==> config.mk <==
export PLATFORM = sky130hd
export DESIGN_NAME = branch_resolution_unit
export DESIGN_NICKNAME = d
export VERILOG_FILES = /design/src/rtl/bpu_pkg.sv /design/src/rtl/bru_queue.sv /design/src/rtl/branch_resolution_unit.sv
export SDC_FILE = /design/constraint.sdc
export NUM_CORES = 1
export LEC_CHECK = 0
export ABC_AREA = 0
export BUFFER_PORTS_ARGS = -buffer_cell sky130_fd_sc_hd__clkbuf_2
export CORE_ASPECT_RATIO = 1.1
export CORE_MARGIN = 2
export CORE_UTILIZATION = 60
export DETAILED_ROUTE_END_ITERATION = 8
export PLACE_DENSITY_LB_ADDON = 0.08
export SLEW_MARGIN = 25
export SYNTH_ARGS = -nofsm -noshare
export SYNTH_HDL_FRONTEND = slang
export SYNTH_SLANG_ARGS = --single-unit
==> constraint.sdc <==
create_clock -name clk -period 9.1 [get_ports clk]
set_clock_uncertainty 0.1 [all_clocks]
set_input_delay 2.73 -clock clk [delete_from_list [all_inputs] [get_ports clk]]
set_output_delay 2.73 -clock clk [all_outputs]
set_load 0.01 [all_outputs]
==> src/rtl/bpu_pkg.sv <==
// Shared types and helpers for the branch resolution path: queue entry layout
// and the predicted-vs-actual comparison used at resolve time.
package bpu_pkg;
  localparam int PC_W  = 9;
  localparam int DEPTH = 8;
  localparam int PTR_W = 3;

  typedef struct packed {
    logic [PC_W-1:0] pc;
    logic            pred;
    logic [PC_W-1:0] tgt;
  } entry_t;

  function automatic logic is_mismatch(input entry_t e, input logic taken,
                                       input logic [PC_W-1:0] res_tgt);
    return (e.pred != taken) | (taken & e.pred & (e.tgt != res_tgt));
  endfunction

  // Architecturally correct next PC once the real outcome is known.
  function automatic logic [PC_W-1:0] next_pc(input entry_t e, input logic taken,
                                              input logic [PC_W-1:0] res_tgt);
    return taken ? res_tgt : PC_W'(e.pc + 1'b1);
  endfunction
endpackage

==> src/rtl/bru_queue.sv <==
// Dual-push / dual-pop circular buffer holding in-flight predicted branches,
// oldest at rd_ptr. Pushes and pops arrive already qualified by the top.
module bru_queue
  import bpu_pkg::*;
(
  input  logic             clk,
  input  logic             reset,
  input  logic             push1,
  input  logic             push2,
  input  entry_t           entry1,
  input  entry_t           entry2,
  input  logic [1:0]       pop_cnt,
  input  logic             flush,
  output entry_t           head0,
  output entry_t           head1,
  output logic [PTR_W:0]   count,
  output logic             full
);
  entry_t           mem [DEPTH];
  logic [PTR_W-1:0] wr_ptr, rd_ptr;
  logic [PTR_W-1:0] wr_ptr_p1, rd_ptr_p1, slot2_idx;
  logic [PTR_W:0]   n_push;

  assign wr_ptr_p1 = wr_ptr + 1'b1;
  assign rd_ptr_p1 = rd_ptr + 1'b1;
  // A lone push2 takes the slot push1 would have used.
  assign slot2_idx = push1 ? wr_ptr_p1 : wr_ptr;
  assign n_push    = (PTR_W+1)'(push1) + (PTR_W+1)'(push2);

  assign head0 = mem[rd_ptr];
  assign head1 = mem[rd_ptr_p1];
  assign full  = count > (PTR_W+1)'(DEPTH-2);

  always_ff @(posedge clk or negedge reset) begin
    if (!reset) begin
      wr_ptr <= '0;
      rd_ptr <= '0;
      count  <= '0;
    end else if (flush) begin
      wr_ptr <= '0;
      rd_ptr <= '0;
      count  <= '0;
    end else begin
      wr_ptr <= wr_ptr + PTR_W'(n_push);
      rd_ptr <= rd_ptr + PTR_W'(pop_cnt);
      count  <= count + n_push - (PTR_W+1)'(pop_cnt);
    end
  end

  always_ff @(posedge clk) begin
    if (push1) mem[wr_ptr]    <= entry1;
    if (push2) mem[slot2_idx] <= entry2;
  end
endmodule

==> src/rtl/branch_resolution_unit.sv <==
// Checks resolved branches from Memory against the queued fetch-time predictions,
// emitting registered predictor updates and a one-cycle redirect/flush on mismatch.
module branch_resolution_unit
  import bpu_pkg::*;
(
  input  logic             clk,
  input  logic             reset,
  input  logic             push1,
  input  logic             push2,
  input  logic [PC_W-1:0]  push_pc1,
  input  logic [PC_W-1:0]  push_pc2,
  input  logic             push_pred1,
  input  logic             push_pred2,
  input  logic [PC_W-1:0]  push_tgt1,
  input  logic [PC_W-1:0]  push_tgt2,
  output logic             full,
  input  logic             res1,
  input  logic             res2,
  input  logic             res_taken1,
  input  logic             res_taken2,
  input  logic [PC_W-1:0]  res_tgt1,
  input  logic [PC_W-1:0]  res_tgt2,
  output logic             upd_branch1,
  output logic             upd_branch2,
  output logic             upd_taken1,
  output logic             upd_taken2,
  output logic [PC_W-1:0]  upd_pc1,
  output logic [PC_W-1:0]  upd_pc2,
  output logic [PC_W-1:0]  upd_tgt1,
  output logic [PC_W-1:0]  upd_tgt2,
  output logic             mispredict,
  output logic [PC_W-1:0]  redirect_pc,
  output logic [PTR_W:0]   count
);
  entry_t          entry1, entry2, head0, head1;
  logic            accept, pop1, pop2, mis1, mis2, flush;
  logic [1:0]      pop_cnt;
  logic [PC_W-1:0] npc1, npc2;

  assign entry1 = '{pc: push_pc1, pred: push_pred1, tgt: push_tgt1};
  assign entry2 = '{pc: push_pc2, pred: push_pred2, tgt: push_tgt2};

  // Fetch push contract: a slot is taken whenever pushN=1 and full=0 in the same
  // cycle; there is no retry, so pushes while full or during a flush are lost.
  assign accept = !full && !flush;

  assign pop1    = res1 && (count != '0);
  assign mis1    = pop1 && is_mismatch(head0, res_taken1, res_tgt1);
  assign pop2    = pop1 && !mis1 && res2 && (count >= (PTR_W+1)'(2));
  assign mis2    = pop2 && is_mismatch(head1, res_taken2, res_tgt2);
  assign flush   = mis1 || mis2;
  assign pop_cnt = {1'b0, pop1} + {1'b0, pop2};
  assign npc1    = next_pc(head0, res_taken1, res_tgt1);
  assign npc2    = next_pc(head1, res_taken2, res_tgt2);

  bru_queue u_queue (
    .clk     (clk),
    .reset   (reset),
    .push1   (push1 && accept),
    .push2   (push2 && accept),
    .entry1  (entry1),
    .entry2  (entry2),
    .pop_cnt (pop_cnt),
    .flush   (flush),
    .head0   (head0),
    .head1   (head1),
    .count   (count),
    .full    (full)
  );

  always_ff @(posedge clk or negedge reset) begin
    if (!reset) begin
      upd_branch1 <= 1'b0;
      upd_branch2 <= 1'b0;
      upd_taken1  <= 1'b0;
      upd_taken2  <= 1'b0;
      upd_pc1     <= '0;
      upd_pc2     <= '0;
      upd_tgt1    <= '0;
      upd_tgt2    <= '0;
      mispredict  <= 1'b0;
      redirect_pc <= '0;
    end else begin
      upd_branch1 <= pop1;
      upd_taken1  <= pop1 && res_taken1;
      upd_pc1     <= pop1 ? head0.pc : '0;
      upd_tgt1    <= pop1 ? npc1 : '0;
      upd_branch2 <= pop2;
      upd_taken2  <= pop2 && res_taken2;
      upd_pc2     <= pop2 ? head1.pc : '0;
      upd_tgt2    <= pop2 ? npc2 : '0;
      mispredict  <= flush;
      redirect_pc <= mis1 ? npc1 : (mis2 ? npc2 : '0);
    end
  end
endmodule
# After elaboration in Yosys (flattened, before gate mapping)

Memories as Yosys holds them, arrays and structs flattened.
Cells that the tools add are included.

Bits of input ports: 64
Flip-flop bits (word level): 60
Word-level logic and storage cells: 68
Memories kept: 1
Output and inout port bits: 55
Bits in writable memories: 152

Bitwise gates (word level): 6
Muxes and demuxes: 16
Add/subtract/negate cells: 10
Equality and inequality tests: 4
Magnitude comparators: 2
Reduce and logical (&&, ||, !) cells: 16

Memory list:

| memory      | depth | width | read ports | clocked after memory_dff | write ports | RTL line        | source |
|---|---|---|---|---|---|---|---|
| u_queue.mem | 8     | 19    | 2          | 0                        | 2           | bru_queue.sv:19 | `entry_t mem [DEPTH];` |

Operator list:

| kind                                                                                 | number |
|---|---|
| 9-bit 2-to-1 mux                                                                     | 8 |
| 9-bit by 1-bit adder with 9-bit output (second input constant)                       | 2 |
| 9-bit inequality test                                                                | 2 |
| 1-bit logical AND                                                                    | 11 |
| 3-bit 2-to-1 mux                                                                     | 3 |
| 3-bit by 1-bit adder with 3-bit output (second input constant)                       | 2 |
| 1-bit by 1-bit adder with 2-bit output                                               | 2 |
| 4-bit adder                                                                          | 1 |
| 1-bit bitwise AND                                                                    | 4 |
| 4-bit by 2-bit greater-or-equal comparator with 1-bit output (second input constant) | 1 |
| 4-bit by 3-bit greater-than comparator with 1-bit output (second input constant)     | 1 |
| 1-bit 2-to-1 mux                                                                     | 4 |
| 4-bit 2-to-1 mux                                                                     | 1 |
| 4-bit nonzero test                                                                   | 1 |
| 4-bit by 2-bit subtractor with 4-bit output                                          | 1 |
| 3-bit by 2-bit adder with 3-bit output                                               | 1 |
| 3-bit adder                                                                          | 1 |
| 1-bit logical NOT                                                                    | 3 |
| 1-bit inequality test                                                                | 2 |
| 1-bit bitwise OR                                                                     | 2 |
| 1-bit logical OR                                                                     | 1 |

# Logic depth before layout (Yosys ltp)

An unclocked memory read counts as a cell.

Word-level depth: 18
Gate-level depth with buffers: 27
Mapped depth without buffers: 20

# Modules after synthesis

A second synthesis with hierarchy kept.

Cells, all modules: 783
Area total of the unflattened synthesis: 12049.1 µm²

Modules (own cells, without submodules):

| module                 | area each (µm²) | cells each | sequential area each (µm²) | times used |
|---|---|---|---|---|
| bru_queue              | 9582.9          | 557        | 4814.6                     | 1 |
| branch_resolution_unit | 2466.1          | 226        | 1251.2                     | 1 |

# Worst setup path before layout

No wires, ideal clock.

Path kind: input port to flip-flop
From: input res_taken1
To: register u_queue.count[3]
Setup slack: 2571 ps
Arrival: 6306 ps
Data required time: 8877 ps
Stages on the path: 16
Buffers on the path: 1
Library setup time: 123 ps
Path through: ha_1 -> or3_1 -> o32ai_2 -> nor2_2 -> buf_2 -> nor3_1 -> and2_1 -> ha_1 -> inv_1 -> fa_1 -> inv_1 -> ha_1 -> a21o_1 -> a21oi_1 -> xnor2_1 -> nor2_1

Longest elaborated chain between the ends: 17
Elaborated cells between the ends (all ways): 20
Classes of those cells: 4 x add/sub; 1 x eq/ne; 1 x mux; 3 x bitwise; 11 x reduce/logical

Ends and longest elaborated chain:

| what                                        | RTL line                                                   | source |
|---|---|---|
| from (decl)                                 | branch_resolution_unit.sv:19                               | `input logic res_taken1,` |
| 1-bit bitwise AND (2 in a row)              | bpu_pkg.sv:16                                              | `return (e.pred != taken) \| (taken & e.pred & (e.tgt != res_tgt));` |
| 1-bit bitwise OR (*)                        | bpu_pkg.sv:16                                              |  |
| 1-bit logical AND (*)                       | branch_resolution_unit.sv:48                               | `assign mis1 = pop1 && is_mismatch(head0, res_taken1, res_tgt1);` |
| 1-bit logical NOT                           | branch_resolution_unit.sv:49                               | `assign pop2 = pop1 && !mis1 && res2 && (count >= (PTR_W+1)'(2));` |
| 1-bit logical AND (3 in a row)              | branch_resolution_unit.sv:49                               |  |
| 1-bit logical AND                           | branch_resolution_unit.sv:50                               | `assign mis2 = pop2 && is_mismatch(head1, res_taken2, res_tgt2);` |
| 1-bit logical OR                            | branch_resolution_unit.sv:51                               | `assign flush = mis1 \|\| mis2;` |
| 1-bit logical NOT                           | branch_resolution_unit.sv:45                               | `assign accept = !full && !flush;` |
| 1-bit logical AND                           | branch_resolution_unit.sv:45                               |  |
| 1-bit logical AND, on equally long branches | branch_resolution_unit.sv:59, branch_resolution_unit.sv:60 |  |
| 1-bit by 1-bit adder with 2-bit output      | bru_queue.sv:28                                            | `assign n_push = (PTR_W+1)'(push1) + (PTR_W+1)'(push2);` |
| 4-bit adder                                 | bru_queue.sv:46                                            | `count <= count + n_push - (PTR_W+1)'(pop_cnt);` |
| 4-bit by 2-bit subtractor with 4-bit output | bru_queue.sv:46                                            |  |
| 4-bit 2-to-1 mux (*)                        | bru_queue.sv:39                                            | `end else if (flush) begin` |
| to (signal assigned)                        | bru_queue.sv:46                                            |  |
| to (decl)                                   | bru_queue.sv:16                                            | `output logic [PTR_W:0] count,` |

Mark *: on every way between the ends. The rest lies on a longest branch, timed or not.

# Worst setup path after layout

From: register u_queue.rd_ptr[0]
To: register u_queue.count[3]

Longest elaborated chain between the ends: 18
Elaborated cells between the ends (all ways): 28
Classes of those cells: 5 x add/sub; 4 x eq/ne; 1 x mux; 6 x bitwise; 11 x reduce/logical; 1 x memory

Ends and longest elaborated chain:

| what                                                       | RTL line                                                   | source |
|---|---|---|
| from (decl)                                                | bru_queue.sv:20                                            | `logic [PTR_W-1:0] wr_ptr, rd_ptr;` |
| from (signal assigned)                                     | bru_queue.sv:45                                            | `rd_ptr <= rd_ptr + PTR_W'(pop_cnt);` |
| memory read 8 x 19 bit (*)                                 | n/a                                                        |  |
| 9-bit inequality test or 1-bit bitwise AND (tied branches) | bpu_pkg.sv:16                                              |  |
| 1-bit bitwise AND                                          | bpu_pkg.sv:16                                              |  |
| 1-bit bitwise OR                                           | bpu_pkg.sv:16                                              |  |
| 1-bit logical AND                                          | branch_resolution_unit.sv:48                               |  |
| 1-bit logical NOT                                          | branch_resolution_unit.sv:49                               |  |
| 1-bit logical AND (3 in a row)                             | branch_resolution_unit.sv:49                               |  |
| 1-bit logical AND                                          | branch_resolution_unit.sv:50                               |  |
| 1-bit logical OR                                           | branch_resolution_unit.sv:51                               |  |
| 1-bit logical NOT                                          | branch_resolution_unit.sv:45                               |  |
| 1-bit logical AND                                          | branch_resolution_unit.sv:45                               |  |
| 1-bit logical AND, on equally long branches                | branch_resolution_unit.sv:59, branch_resolution_unit.sv:60 |  |
| 1-bit by 1-bit adder with 2-bit output                     | bru_queue.sv:28                                            |  |
| 4-bit adder                                                | bru_queue.sv:46                                            |  |
| 4-bit by 2-bit subtractor with 4-bit output                | bru_queue.sv:46                                            |  |
| 4-bit 2-to-1 mux (*)                                       | bru_queue.sv:39                                            |  |

Marked as above.

==> impl_metrics.tcl <==
set metrics [dict create \
    synthTopCellsByCount "152 x edfxtp_1, 131 x mux2_2, 74 x mux4_2" \
    synth_area_leaders "edfxtp_1 38%, mux4_2 14%, dfrtp_1 13%" \
    yosysMostFrequentCell "edfxtp_1" \
    drive_above_1_share_pct 42.7 \
    hold_viol 0 \
    cts.sinks 212 \
    cp_data_required_time_ps 9380 \
    fin_cells 1186 \
    diodes 0 \
    crit_path_end_kind "flop" \
    power_leakage_nw 5.08 \
    crit_fanout 46 \
    syn_inst 799 \
    rows 54 \
    grt_usage_pct 29.7 \
    num_vias 7887 \
    hold_buffers 0 \
    slew_violations 0 \
    post-dp-hpwl_um 20400 \
    post-cts-setup-buffers 0 \
    clock_latency_ps 510 \
    grt_pass1_wl_um 46800 \
    drc 0 \
    antenna_found_initial 0 \
    drt_iter0_markers 668 \
    cap_violations 0 \
    vdd_drop_max_mv 0.196 \
    final_nets 1002 \
    hold_path_depth 2 \
    synthFlopType "edfxtp_1" \
    yosysSeqAreaShare_pct 50.9 \
    synth_nets 883 \
    setup_viol 0 \
    placed_cells 1145 \
    io_pins 119 \
    ant_nets 0 \
    synth_top_area_share_pct 38.3 \
    power.density_mw_per_mm2 318 \
    period_minus_slack_ps 6720 \
    grt_max_degree 61 \
    clk_path_buf_depth 3 \
    cts_tree "yes" \
    status "completed" \
    period_share_pct 73.9 \
    tightest_slew_ps 966 \
    portBuffers 118 \
    core_area_sq_mm 0.0197 \
    h-tree-depth 1 \
    routed_via_density 6.65 \
    ys_warn_count 0 \
    ys_ff_latch 212 \
    timing.final.ws_setup_ps 2380 \
    cts_buffers 23 \
    synth-edff-count 152 \
    die_area_sq_mm 0.0210 \
    syn_area_sq_mm 0.0119 \
    fp.dieH_um 152 \
    gp_congestion 0.928 \
    async_reset_ff_share_pct 28.3 \
    synth_cell_types 51 \
    wl_per_cell_um 26.1 \
    critPathLaunchType "flop" \
    area_delta_synth_final_pct 13.7 \
    rsz0062_at_grt "false" \
    max_slew_margin_pct 35.1 \
    place_ws_ps 2030 \
    holdWs_ps 536 \
    reg2regPathDepth 20 \
    synth_top_area_cell "edfxtp_1" \
    root_buffer "clkbuf_16" \
    crit_arrival_ps 7000 \
    drt_first_pass_iters 5 \
    fin_setup_tns_ps 0 \
    routed_wirelength_um 31000 \
    dieWidth_um 138 \
    syn_avg_cell_area_sq_um 14.9 \
    first_global_vias 7959 \
    initial_core_util_pct 60.6 \
    hp-class "reg -> reg" \
    fmax_mhz 149 \
    cts.repair.resized 0 \
    overflow 0 \
    worstSetupPathType "reg -> reg" \
    clk_pin_slew_ps 60 \
]
-- final timing paths --
check | start | to | slack (ps)
min | u_queue.wr_ptr[2] | u_queue.wr_ptr[2] | 540
min in group asynchronous | reset | u_queue.count[2] | 2250
min reg2reg | u_queue.wr_ptr[2] | u_queue.wr_ptr[2] | 540
max reg2reg | u_queue.rd_ptr[0] | u_queue.count[3] | 2380
max in group asynchronous | reset | u_queue.rd_ptr[0] | 6110
max | u_queue.rd_ptr[0] | u_queue.count[3] | 2380
-- critical path, stage by stage (launching register included) --
cell,delay [ps]
dfrtp_4,910
ha_2,870
mux4_2,600
nand2_1,90
nand2_1,120
ha_1,310
a221oi_1,240
o21a_1,170
o211ai_1,120
o211a_2,460
nor3_1,700
and2_1,230
ha_1,140
inv_1,70
fa_1,500
inv_1,70
ha_1,300
a21o_1,160
a21oi_1,180
xnor2_1,150
nor2_1,60
-- area by class of cell --
type,instances,area (sq um)
Tap cell,252,315
Fill cell,1393,6120
Multi-Input combinational cell,519,5560
Clock buffer,37,721
Clock inverter,4,46.3
Inverter,24,90.1
Timing Repair Buffer,138,741
Sequential cell,212,6070
-- sequential cells by signal, summed over array words and instances (netlist names), 3 cells and up --
register        cells
u_queue.count       4
u_queue.mem       152
redirect_pc         9
u_queue.rd_ptr      3
upd_tgt2            9
upd_pc2             9
upd_pc1             9
u_queue.wr_ptr      3
upd_tgt1            9
-- placed cells by master, fill, tap and decap left out, types with 23 or more instances in the layout --
cell / instances
edfxtp_1: 152
mux2i_1: 35
mux4_2: 74
clkbuf_2: 118
dfrtp_1: 58
nor2_1: 48
clkbuf_16: 25
nand2_1: 31
mux2_2: 131
xnor2_1: 23
inv_1: 24
-- stage by stage --
stage	utilization [%]	total power, mW	instance area (sq um)
after floorplan	-	2.75	11900
after global placement	65.0	3.31	12800
after detailed placement	65.0	3.36	12800
after CTS	68.9	4.30	13500
after global routing	68.9	4.50	13500
final	68.9	4.30	13500
-- logic make-up after synthesis --
family	synth area share, %
muxes	31.4
buffers and inverters	2.91
AOI/OAI and AO/OA	3.06
and+or+nand+nor	6.02
DFF	50.9
adders and majority gates	2.35
xor gates and xnor gates	3.31
-- report_power, final --
part	switching (mW)	total [mW]	internal, mW
combinational	1.11	1.96	0.854
sequential	0.127	1.40	1.27
clock	0.372	0.941	0.569
-- routing by layer --
layer | part of all wire [%] | up-vias | GRT usage [%]
li1 | - | 3342 | -
met1 | 39 | 4030 | 39.6
met2 | 49 | 432 | 50.2
met3 | 8.7 | 83 | 4.46
met4 | 3.4 | 0 | 11.2
met5 | 0 | - | 0
Note: power is estimated with default switching activity, not from simulation.
